**src/rtl/pipe_ctrl.sv**
```systemverilog
// pipe_ctrl: stall/flush controller for the 5-stage MIPS32 pipeline
// Merges per-stage stall requests into a 6-bit stall vector, answers MEM-stage
// exceptions/ERET with a one-cycle flush plus new_pc followed by a refill window,
// and runs a sticky stall watchdog.
// Ports: clk, rst (sync, active-high); stallreq_if/id/ex/mem; excepttype_i, cp0_epc_i;
//   stall[5:0] ([0]pc..[5]wb, 1 = stop), flush, new_pc, stall_timeout;
//   stat_sel/stat_cnt only when PIPE_CTRL_STAT_EN is defined (per-request stall counters).
module pipe_ctrl #(
  parameter logic [31:0] EXC_VECTOR = 32'h0000_0020,
  parameter int REFILL_CYCLES = 2,
  parameter int STALL_TIMEOUT = 1024
) (
  input  logic        clk,
  input  logic        rst,
  input  logic        stallreq_if,
  input  logic        stallreq_id,
  input  logic        stallreq_ex,
  input  logic        stallreq_mem,
  input  logic [31:0] excepttype_i,
  input  logic [31:0] cp0_epc_i,
  output logic [5:0]  stall,
  output logic        flush,
  output logic [31:0] new_pc,
`ifdef PIPE_CTRL_STAT_EN
  input  logic [1:0]  stat_sel,
  output logic [31:0] stat_cnt,
`endif
  output logic        stall_timeout
);
  localparam int RW = $clog2(REFILL_CYCLES + 1);
  localparam int WW = $clog2(STALL_TIMEOUT + 1) > 16 ? $clog2(STALL_TIMEOUT + 1) : 16;
  localparam logic [WW-1:0] TO = WW'(STALL_TIMEOUT);
  typedef enum logic {IDLE, REFILL} state_t;
  state_t state;
  logic [RW-1:0] refill_cnt;
  logic [WW-1:0] wd_cnt, wd_nxt;
  logic [5:0] stall_enc;
  logic exc;
  always_comb begin
    stall_enc = stallreq_mem ? 6'b011111 : stallreq_ex ? 6'b001111 :
                stallreq_id ? 6'b000111 : stallreq_if ? 6'b000011 : 6'b000000;
    exc = state == IDLE && excepttype_i != 32'h0;
    flush = exc;
    new_pc = !exc ? 32'h0 : excepttype_i == 32'h0000_000e ? cp0_epc_i : EXC_VECTOR;
    // a flush always drops the stall; REFILL forces the pipe to run
    stall = state == IDLE && !exc ? stall_enc : 6'b000000;
    wd_nxt = stall == 6'b0 || flush ? '0 : wd_cnt == TO ? wd_cnt : wd_cnt + 1'b1;
  end
  always_ff @(posedge clk) begin
    if (rst) begin
      state <= IDLE;
      refill_cnt <= '0;
      wd_cnt <= '0;
      stall_timeout <= 1'b0;
    end else begin
      wd_cnt <= wd_nxt;
      if (wd_nxt == TO) stall_timeout <= 1'b1;
      if (exc) begin
        state <= REFILL;
        refill_cnt <= RW'(REFILL_CYCLES - 1);
      end else if (state == REFILL) begin
        if (refill_cnt == '0) state <= IDLE;
        else refill_cnt <= refill_cnt - 1'b1;
      end
    end
  end
`ifdef PIPE_CTRL_STAT_EN
  logic [31:0] stat_ctr [4];
  logic [3:0] req;
  assign req = {stallreq_mem, stallreq_ex, stallreq_id, stallreq_if};
  // counts raw requests, including ones masked by a higher-priority stage
  always_ff @(posedge clk) begin
    if (rst) begin
      stat_cnt <= '0;
      for (int i = 0; i < 4; i++) stat_ctr[i] <= '0;
    end else begin
      stat_cnt <= stat_ctr[stat_sel];
      if (state != REFILL)
        for (int i = 0; i < 4; i++) stat_ctr[i] <= stat_ctr[i] + 32'(req[i]);
    end
  end
`endif
endmodule

```
**config.mk**
```make
export PLATFORM = sky130hd
export DESIGN_NAME = pipe_ctrl
export DESIGN_NICKNAME = d
export VERILOG_FILES = /design/src/rtl/pipe_ctrl.sv
export SDC_FILE = /design/constraint.sdc
export NUM_CORES = 1
export LEC_CHECK = 0
export BUFFER_PORTS_ARGS = -buffer_cell sky130_fd_sc_hd__buf_2
export CAP_MARGIN = 20
export CORE_AREA = 2 2 66 68
export CTS_CLUSTER_DIAMETER = 200
export DETAILED_ROUTE_END_ITERATION = 7
export DIE_AREA = 0 0 68 70
export GPL_TIMING_DRIVEN = 0
export PLACE_DENSITY_LB_ADDON = 0.1
export SETUP_SLACK_MARGIN = 0.02
export SLEW_MARGIN = 10
export SYNTH_ARGS = -nofsm -noshare
export SYNTH_HDL_FRONTEND = slang
export SYNTH_SLANG_ARGS = --single-unit
export TNS_END_PERCENT = 1
```
**constraint.sdc**
```tcl
create_clock -name clk -period 1.94 [get_ports clk]
set_input_delay 0 -clock clk [delete_from_list [all_inputs] [get_ports clk]]
set_output_delay 0 -clock clk [all_outputs]
set_load 0.02 [all_outputs]
```
After elaboration in Yosys (flattened, before gate mapping)

Index checks and enable logic that the tools add are counted.

Add/subtract/negate cells: 2
Equal/unequal tests: 4
Mux-type cells: 15
Bitwise logic cells: 2
Reductions and logical operators: 11

Operators by type and width:

| operator                                              | count |
|---|---|
| 2-to-1 mux 32 bit                                     | 2 |
| equality test 16 x 11 -> 1 bit, second input constant | 2 |
| equality test 32 x 4 -> 1 bit, second input constant  | 1 |
| 2-to-1 mux 16 bit                                     | 2 |
| nonzero test 32 bit                                   | 1 |
| adder 16 x 1 -> 16 bit, second input constant         | 1 |
| 2-to-1 mux 5 bit                                      | 2 |
| zero test 6 bit                                       | 1 |
| 2-to-1 mux 1 bit                                      | 6 |
| 2-to-1 mux 4 bit                                      | 1 |
| AND reduction 2 bit                                   | 2 |
| 2-to-1 mux 3 bit                                      | 1 |
| logical AND 1 bit                                     | 2 |
| zero test 2 bit                                       | 1 |
| 2-to-1 mux 2 bit                                      | 1 |
| != test 2 bit, second input constant                  | 1 |
| inverter 1 bit                                        | 2 |
| nonzero test 2 bit                                    | 1 |
| OR reduction 2 bit                                    | 1 |
| subtractor 2 x 1 -> 2 bit, second input constant      | 1 |
| zero test 1 bit                                       | 1 |
| logical OR 1 bit                                      | 1 |

Flip-flop bits (word level): 20
Input bits: 70
Output and inout port bits: 40
Logic and storage cells: 39

Depth between registers and ports, before layout

Gate-level depths: netlist of the first run.

Depth after elaboration: 9
Depth in mapped cells: 8
Mapped depth without buffers: 7

Worst setup path before layout of the first run

No wires, ideal clock.

Path type: flip-flop to flip-flop
Start point: reg wd_cnt[1]
End point: reg stall_timeout
Setup time: 0.088 ns
Arrival: 1.549 ns
Data required time: 1.852 ns
Setup slack: 0.303 ns
Cell stages (with the launch flop): 7
Path buffers: 0
Period minus slack after synthesis: 1.637 ns
Cell sequence: dfxtp_1 ha_1 nand4_1 nor3_2 o211a_1 o2111ai_1 o32ai_2

Longest elaborated chain between the ends: 4
Elaborated cells between the ends (all ways): 5
Classes of those cells: 1 x add/sub; 2 x eq/ne; 2 x mux

Ends and longest elaborated chain:

| what                                                                            | RTL line | RTL |
|---|---|---|
| start: declaration                                                              | 36       | `logic [WW-1:0] wd_cnt, wd_nxt;` |
| start signal: assignment                                                        | 56       | `wd_cnt <= wd_nxt;` |
| adder 16 x 1 -> 16 bit / equality test 16 x 11 -> 1 bit (equally long branches) | 47       | `wd_nxt = stall == 6'b0 \|\| flush ? '0 : wd_cnt == TO ? wd_cnt : wd_cnt + 1'b1;` |
| 2-to-1 mux 16 bit * (2 in a row)                                                | 47       |  |
| equality test 16 x 11 -> 1 bit *                                                | 57       | `if (wd_nxt == TO) stall_timeout <= 1'b1;` |
| end signal: assignment                                                          | 54       | `stall_timeout <= 1'b0;` |
| end signal: assignment                                                          | 57       |  |
| end: declaration                                                                | 28       | `output logic stall_timeout` |

Mark *: on every way between the ends. The rest lies on a longest branch, timed or not.
A chain may end at the register's enable or synchronous reset.

Worst setup path after layout of the first run

Ends and elaborated chain as after synthesis.

==> flow_summary_export.csv, run 1 <==
group,metric,value,unit
logic_synthesis,synth_warnings,0,
run_status,status,"finished clean",
clocking,cts-root-buf,"clkbuf_8",
sta,hold_viol_final,0,
place,io_buffers,108,
place,gp_congestion,0.831,
grt,antenna_found_initial,0,
sta,timing.fmax,557,MHz
drt,drc,0,
logic_synthesis,yosysMostFrequentCell,"nor2_1",
sta,tns,0,ps
grt,grt_pass1_wl,7400,µm
logic_synthesis,synth_edf_count,0,
clocking,cts_buffer_depth,2,
floorplan,start_util,39.2,%
drt,wirelength,4820,µm
setup_path,arrival,1970,ps
floorplan,die_w,68,µm
run,cap_violations,0,
min_path,hp-class,"input pin to flop",
logic_synthesis,netlist_top_cells_count,"nor2_1, dfxtp_1, and2_2, and2_1, nand3_1",
power_and_ir_drop,power,807,µW
power_and_ir_drop,clkPwrFrac,33.9,%
setup_path,crit_slowest_cell,"dfxtp_2",
power_and_ir_drop,p_per_area,345,mW/mm²
setup_path,r2r_start,"wd_cnt[1]$_SDFF_PP0_",
setup_path,path_cells,"ha_4, nand4_1, buf_4, nor2_4, and3_1, o221ai_1, o32ai_2",
logic_synthesis,synthesis.nets,287,
finish,n_antenna_cell,0,
clocking,cts_made_buffers,3,
floorplan,num_io_pins,110,
floorplan,fp.dieH,70,µm
sta,finalSetupViolCount,0,
logic_synthesis,synth_seq_cells,20,
finish,final_cell_count_no_fill,380,
place,hpwl,3870,µm
logic_synthesis,ys_async_sr_fraction,0,%
logic_synthesis,synth_compound_area_share,8.25,%
logic_synthesis,avgSynthCellArea,7.58,µm²
finish,layout-drive-gt1-share,48.5,%
logic_synthesis,synth_ff_type,"dfxtp_1",
logic_synthesis,synth_xor_area_share,9.18,%
finish,multi_input_area,0.00113,mm²
sta,slew_violations,0,
finish,seqCellArea,402,µm²
sta,rsz0062_at_grt,"false",
setup_path,crit_path_start,"wd_cnt[1]$_SDFF_PP0_",
drt,vias,1868,
logic_synthesis,netlist.top_cell.by_area,"dfxtp_1",
clocking,clock_latency,260,ps
logic_synthesis,synth_cell_type_count,41,
power_and_ir_drop,peakVddDrop,296,µV
grt,grt-ovfl-total,0,
sta,fin_crit,1790,ps
logic_synthesis,synthSimpleGateAreaFrac,46.3,%
floorplan,coreArea,0.00414,mm²
setup_path,crit_required,2110,ps
power_and_ir_drop,swShare,22.9,%
floorplan,rows,24,
logic_synthesis,netlist_area,0.00162,mm²
logic_synthesis,syn_inst,214,
drt,routedWlPerCell,12.7,µm
place,dp.cells,374,
power_and_ir_drop,internal_power,622,µW
logic_synthesis,muxShareOfSynthArea,0.617,%
logic_synthesis,synthTopCellsByArea,"dfxtp_1, and2_2, nor2_1",
floorplan,die_area,0.00476,mm²
clocking,cts.clk_slew.worst_paths,70,ps
setup_path,cp_max_fo,7,
power_and_ir_drop,p_switching,185,µW
sta,fin_crit_sh,92.5,%
logic_synthesis,synth_top_area_share,24.7,%
setup_path,slowest_delay,410,ps
power_and_ir_drop,p_comb_share,14.4,%
clocking,cts_sinks,20,
logic_synthesis,synth_fa_ha_area_share,2.31,%
logic_synthesis,synth_top_family_by_area,"simple AND/OR/NAND/NOR gates",
min_path,hold_path.startpoint,"excepttype_i[3]",
grt,grt_pass1_vias,1604,
setup_path,crit_type,"flop to flop",
setup_path,start_kind,"flop",
grt,grtUsageTotal,20.0,%
clocking,cts_tree,"built",
setup_path,endpoint_kind,"flop",
power_and_ir_drop,power_frac_seq,51.8,%
finish,fillCellCount,413,
finish,final_nets,403,
drt,dr.pass1.iters,4,
drt,drtIter0Drc,51,
clocking,htreeDepth,1,
sta,skew,2.31,ps
finish,area_delta_synth_final,44.0,%
drt,routed_via_density,4.92,
logic_synthesis,synth_seq_area_share,24.7,%
drt,ant_nets,0,
grt,grt_start_max_net_pins,11,
power_and_ir_drop,p_leak,1.14,nW
[critical path, delay by kind of cell, from the launching register on]
| kind | cells | cell delay (ps) |
|---|---|---|
| AOI/OAI and AO/OA | 2 | 390 |
| and+or+nand+nor | 3 | 510 |
| adders and majority gates | 1 | 190 |
| DFF | 1 | 410 |
| buffers and inverters | 1 | 210 |
[sequential cells by signal, indices dropped and copies added (netlist names)]
name / flops
wd_cnt: 16
refill_cnt: 2
stall_timeout: 1
state: 1
[stage by stage]
step | setup WS (ps) | hold slack, ps | cell area (µm²) | utilization [%]
floorplan | 303 | 71.6 | 1620 | -
global placement | -70.6 | 263 | 2230 | 53.8
detailed placement | -44.5 | 270 | 2230 | 53.8
CTS | 32.8 | 316 | 2280 | 55.1
global route | 34.5 | 337 | 2340 | 56.4
finish | 146 | 314 | 2340 | 56.4
[power groups by stage]
stage / clock network (mW) / registers [mW] / logic (mW)
after floorplan: 0 / 0.427 / 0.0358
after global placement: 0 / 0.427 / 0.110
after detailed placement: 0 / 0.427 / 0.114
after CTS: 0.279 / 0.417 / 0.116
after global routing: 0.298 / 0.418 / 0.130
final: 0.273 / 0.418 / 0.116
[layer usage]
metal | GRT usage [%] | part of all wire, % | up-vias
li1 | - | - | 963
met1 | 25.5 | 42 | 839
met2 | 34.8 | 48 | 59
met3 | 2.09 | 8.0 | 7
met4 | 5.33 | 1.4 | 0
met5 | 0 | 0 | -
[layout by cell type (no fill, tap or decap), drive strengths merged]
cell type / synthesis / layout
buf: 13 / 123
and2: 34 / 34
nor2: 30 / 30
dfxtp: 20 / 20
nor4: 12 / 12
nand3: 11 / 11
xnor2: 10 / 10
nand4: 9 / 9
nor3: 8 / 8
clkbuf: 5 / 8
nand2: 7 / 7
xor2: 7 / 7
inv: 6 / 6
and3: 6 / 6
a21oi: 4 / 4
a31oi: 4 / 4
nand2b: 3 / 3
nor2b: 3 / 3
o21ai: 3 / 3
ha: 3 / 3
nor4b: 2 / 2
nor3b: 2 / 2
or3: 1 / 1
or2b: 1 / 1
a311oi: 1 / 1
o211a: 1 / 1
o2111ai: 1 / 1
mux2i: 1 / 1
o221ai: 1 / 1
o32ai: 1 / 1
or4b: 1 / 1
o31ai: 1 / 1
o21a: 1 / 1
conb: 1 / 1
dlygate4sd3: 0 / 1
[logic make-up after synthesis]
kind of cell | count (synthesis)
simple gates | 130
buf+inv | 24
xor+xnor | 17
mux | 1
flops | 20
fa+ha+maj | 3
other cells | 1
compound gates | 18
[final cells by class]
cell class	count	area share, %
plain buffers	18	4.93
clock buffers	3	1.77
multi-input cells	170	48.2
repair buffers	111	24.2
well taps	52	2.78
flip-flops and latches	20	17.2
inverters	6	0.964
[worst paths after layout]
kind                                                    to  slack (ps)  depth (start not counted)
worst max-delay path            stall_timeout$_SDFFE_PP0N_         150                          7
worst min-delay path            stall_timeout$_SDFFE_PP0N_         310                          5
worst max register to register  stall_timeout$_SDFFE_PP0N_         150                          7
worst min register to register  stall_timeout$_SDFFE_PP0N_         480                          2
[timing repair]
| action | in CTS | in global routing |
|---|---|---|
| hold buffers | 1 | 0 |
| endpoints found under the hold margin | 1 | 0 |
| gates resized for setup | 2 | 6 |
| setup endpoints to repair | 1 | 30 |
| buffers inserted | 0 | 2 |
| pin swaps | 0 | 3 |
Power figures use the tool's default switching activity.
==> inputs of run 2 (changes only) <==
- CTS_BUF_LIST: unset -> sky130_fd_sc_hd__clkbuf_16
==> run 2 against run 1 <==
Fmax is 1.1% higher. Sequential power hardly changed. Wire length is 0.31% lower. Core utilization is 0.57 points higher. Combinational power hardly changed.
==> flow_summary_export.csv, run 2 (synthesized netlist as in run 1, its figures left out) <==
group,metric,value,unit
finish,final_nets,402,
floorplan,die_w,68,µm
place,hpwl,3870,µm
grt,antenna_found_initial,0,
floorplan,fp.dieH,70,µm
clocking,cts-root-buf,"clkbuf_16",
setup_path,cp_max_fo,7,
finish,top_regs,"wd_cnt x16, refill_cnt x2",
finish,final_common_cell,"buf_2",
min_path,hold_path.startpoint,"rst",
setup_path,start_kind,"flop",
floorplan,num_io_pins,110,
clocking,cts_buffer_depth,2,
grt,grtUsageTotal,20.1,%
sta,hold_ws,4.87,ps
setup_path,cp_num_buf_inv,1,
setup_path,crit_required,2110,ps
finish,area_delta_synth_final,45.5,%
setup_path,path_cells,"ha_4, nand4_1, buf_4, nor2_4, and3_1, o221ai_1, o32ai_2",
clocking,cts.clk_slew.worst_paths,50,ps
sta,finalSetupViolCount,0,
setup_path,r2r_start,"wd_cnt[1]$_SDFF_PP0_",
setup_path,cpLargestDelayFamily,"simple AND/OR/NAND/NOR gates",
drt,drc,0,
sta,timing.fmax,564,MHz
finish,postLayoutCoreUtil,57.0,%
min_path,hp-class,"input pin to flop",
floorplan,start_util,39.2,%
drt,routed_via_density,4.91,
power_and_ir_drop,power,952,µW
setup_path,crit_path_start,"wd_cnt[1]$_SDFF_PP0_",
finish,top_register,"wd_cnt",
clocking,htreeDepth,1,
run,cap_violations,0,
setup_path,arrival,1940,ps
grt,grt_pass1_vias,1605,
drt,wirelength,4810,µm
sta,tns,0,ps
floorplan,die_area,0.00476,mm²
sta,slew_violations,0,
sta,rsz0062_at_grt,"false",
place,gp_congestion,0.831,
clocking,cts_sinks,20,
setup_path,slowest_delay,410,ps
clocking,cts_made_buffers,3,
grt,grt_start_max_net_pins,11,
setup_path,crit_type,"flop to flop",
drt,dr.pass1.iters,4,
drt,vias,1860,
finish,n_antenna_cell,0,
drt,routedWlPerCell,12.7,µm
drt,drtIter0Drc,40,
sta,fin_crit,1770,ps
place,io_buffers,108,
setup_path,endpoint_kind,"flop",
finish,layout_common_cells,"buf_2, nor2_1, and2_2, dfxtp_1, and2_1",
finish,fin_area,0.00236,mm²
finish,layout-drive-gt1-share,48.6,%
finish,largest_register_ffs,16,
clocking,clock_latency,250,ps
floorplan,coreArea,0.00414,mm²
drt,ant_nets,0,
power_and_ir_drop,peakVddDrop,199,µV
setup_path,crit_slowest_cell,"dfxtp_2",
floorplan,rows,24,
sta,hold_viol_final,0,
sta,fin_crit_sh,91.5,%
run_status,status,"finished clean",
grt,grt-ovfl-total,0,
finish,fillCellCount,404,
place,dpl-instance-area,0.00223,mm²
power_and_ir_drop,p_leak,1.15,nW
grt,grt_pass1_wl,7380,µm
clocking,cts_tree,"built",
sta,skew,3.05,ps
power_and_ir_drop,p_per_area,403,mW/mm²
-- run 2: cell count changes in the layout (fill, tap and decap cells not counted) --
cell / delta
dlygate4sd3_1: -1
clkbuf_16: +3
clkbuf_8: -3
-- run 2: stage by stage --
stage / std cells / worst slack, ps
2_1_floorplan: 214 / 303
4_1_cts: 377 / 36.7
3_3_place_gp: 374 / -70.6
6_report: 379 / 166
5_1_grt: 379 / 35.4
3_5_place_dp: 374 / -44.5
-- run 2: what timing repair did --
action,in CTS,in global routing
cloned,0,0
hold buffers,0,0
buffers inserted,0,2
setup endpoints to repair,1,25
pin swaps,0,3
resized for setup,2,6
-- run 2: final cells by class --
class / instances / area [µm²] / area share (%)
flip-flops and latches: 20 / 402 / 17.0
well taps: 52 / 65.1 / 2.76
repair buffers: 110 / 556 / 23.5
clock buffers: 3 / 75.1 / 3.18
inverters: 6 / 22.5 / 0.954
multi-input cells: 170 / 1130 / 47.7
plain buffers: 18 / 115 / 4.88
-- run 2: final timing paths --
kind | end | cells after the start | slack, ps
setup / recovery | stall_timeout$_SDFFE_PP0N_ | 7 | 170
hold / removal | state$_SDFF_PP0_ | 2 | 5
setup reg to reg | stall_timeout$_SDFFE_PP0N_ | 7 | 170
hold reg to reg | stall_timeout$_SDFFE_PP0N_ | 2 | 470
-- run 2: power by group --
| part | internal (mW) | leakage [nW] | switching, mW | total (mW) |
|---|---|---|---|---|
| sequential | 0.416 | 0.162 | 0.00210 | 0.418 |
| clock | 0.272 | 0.0370 | 0.148 | 0.419 |
| combinational | 0.0666 | 0.948 | 0.0477 | 0.114 |
| total | 0.755 | 1.15 | 0.197 | 0.952 |
-- run 2: metal layers --
layer / GRT usage (%) / vias to the layer above / wire (µm)
met5: 0 / - / 0
met4: 6.00 / 0 / 72
met3: 2.09 / 7 / 406
met2: 35.2 / 62 / 2370
met1: 25.2 / 830 / 1950
li1: - / 961 / -
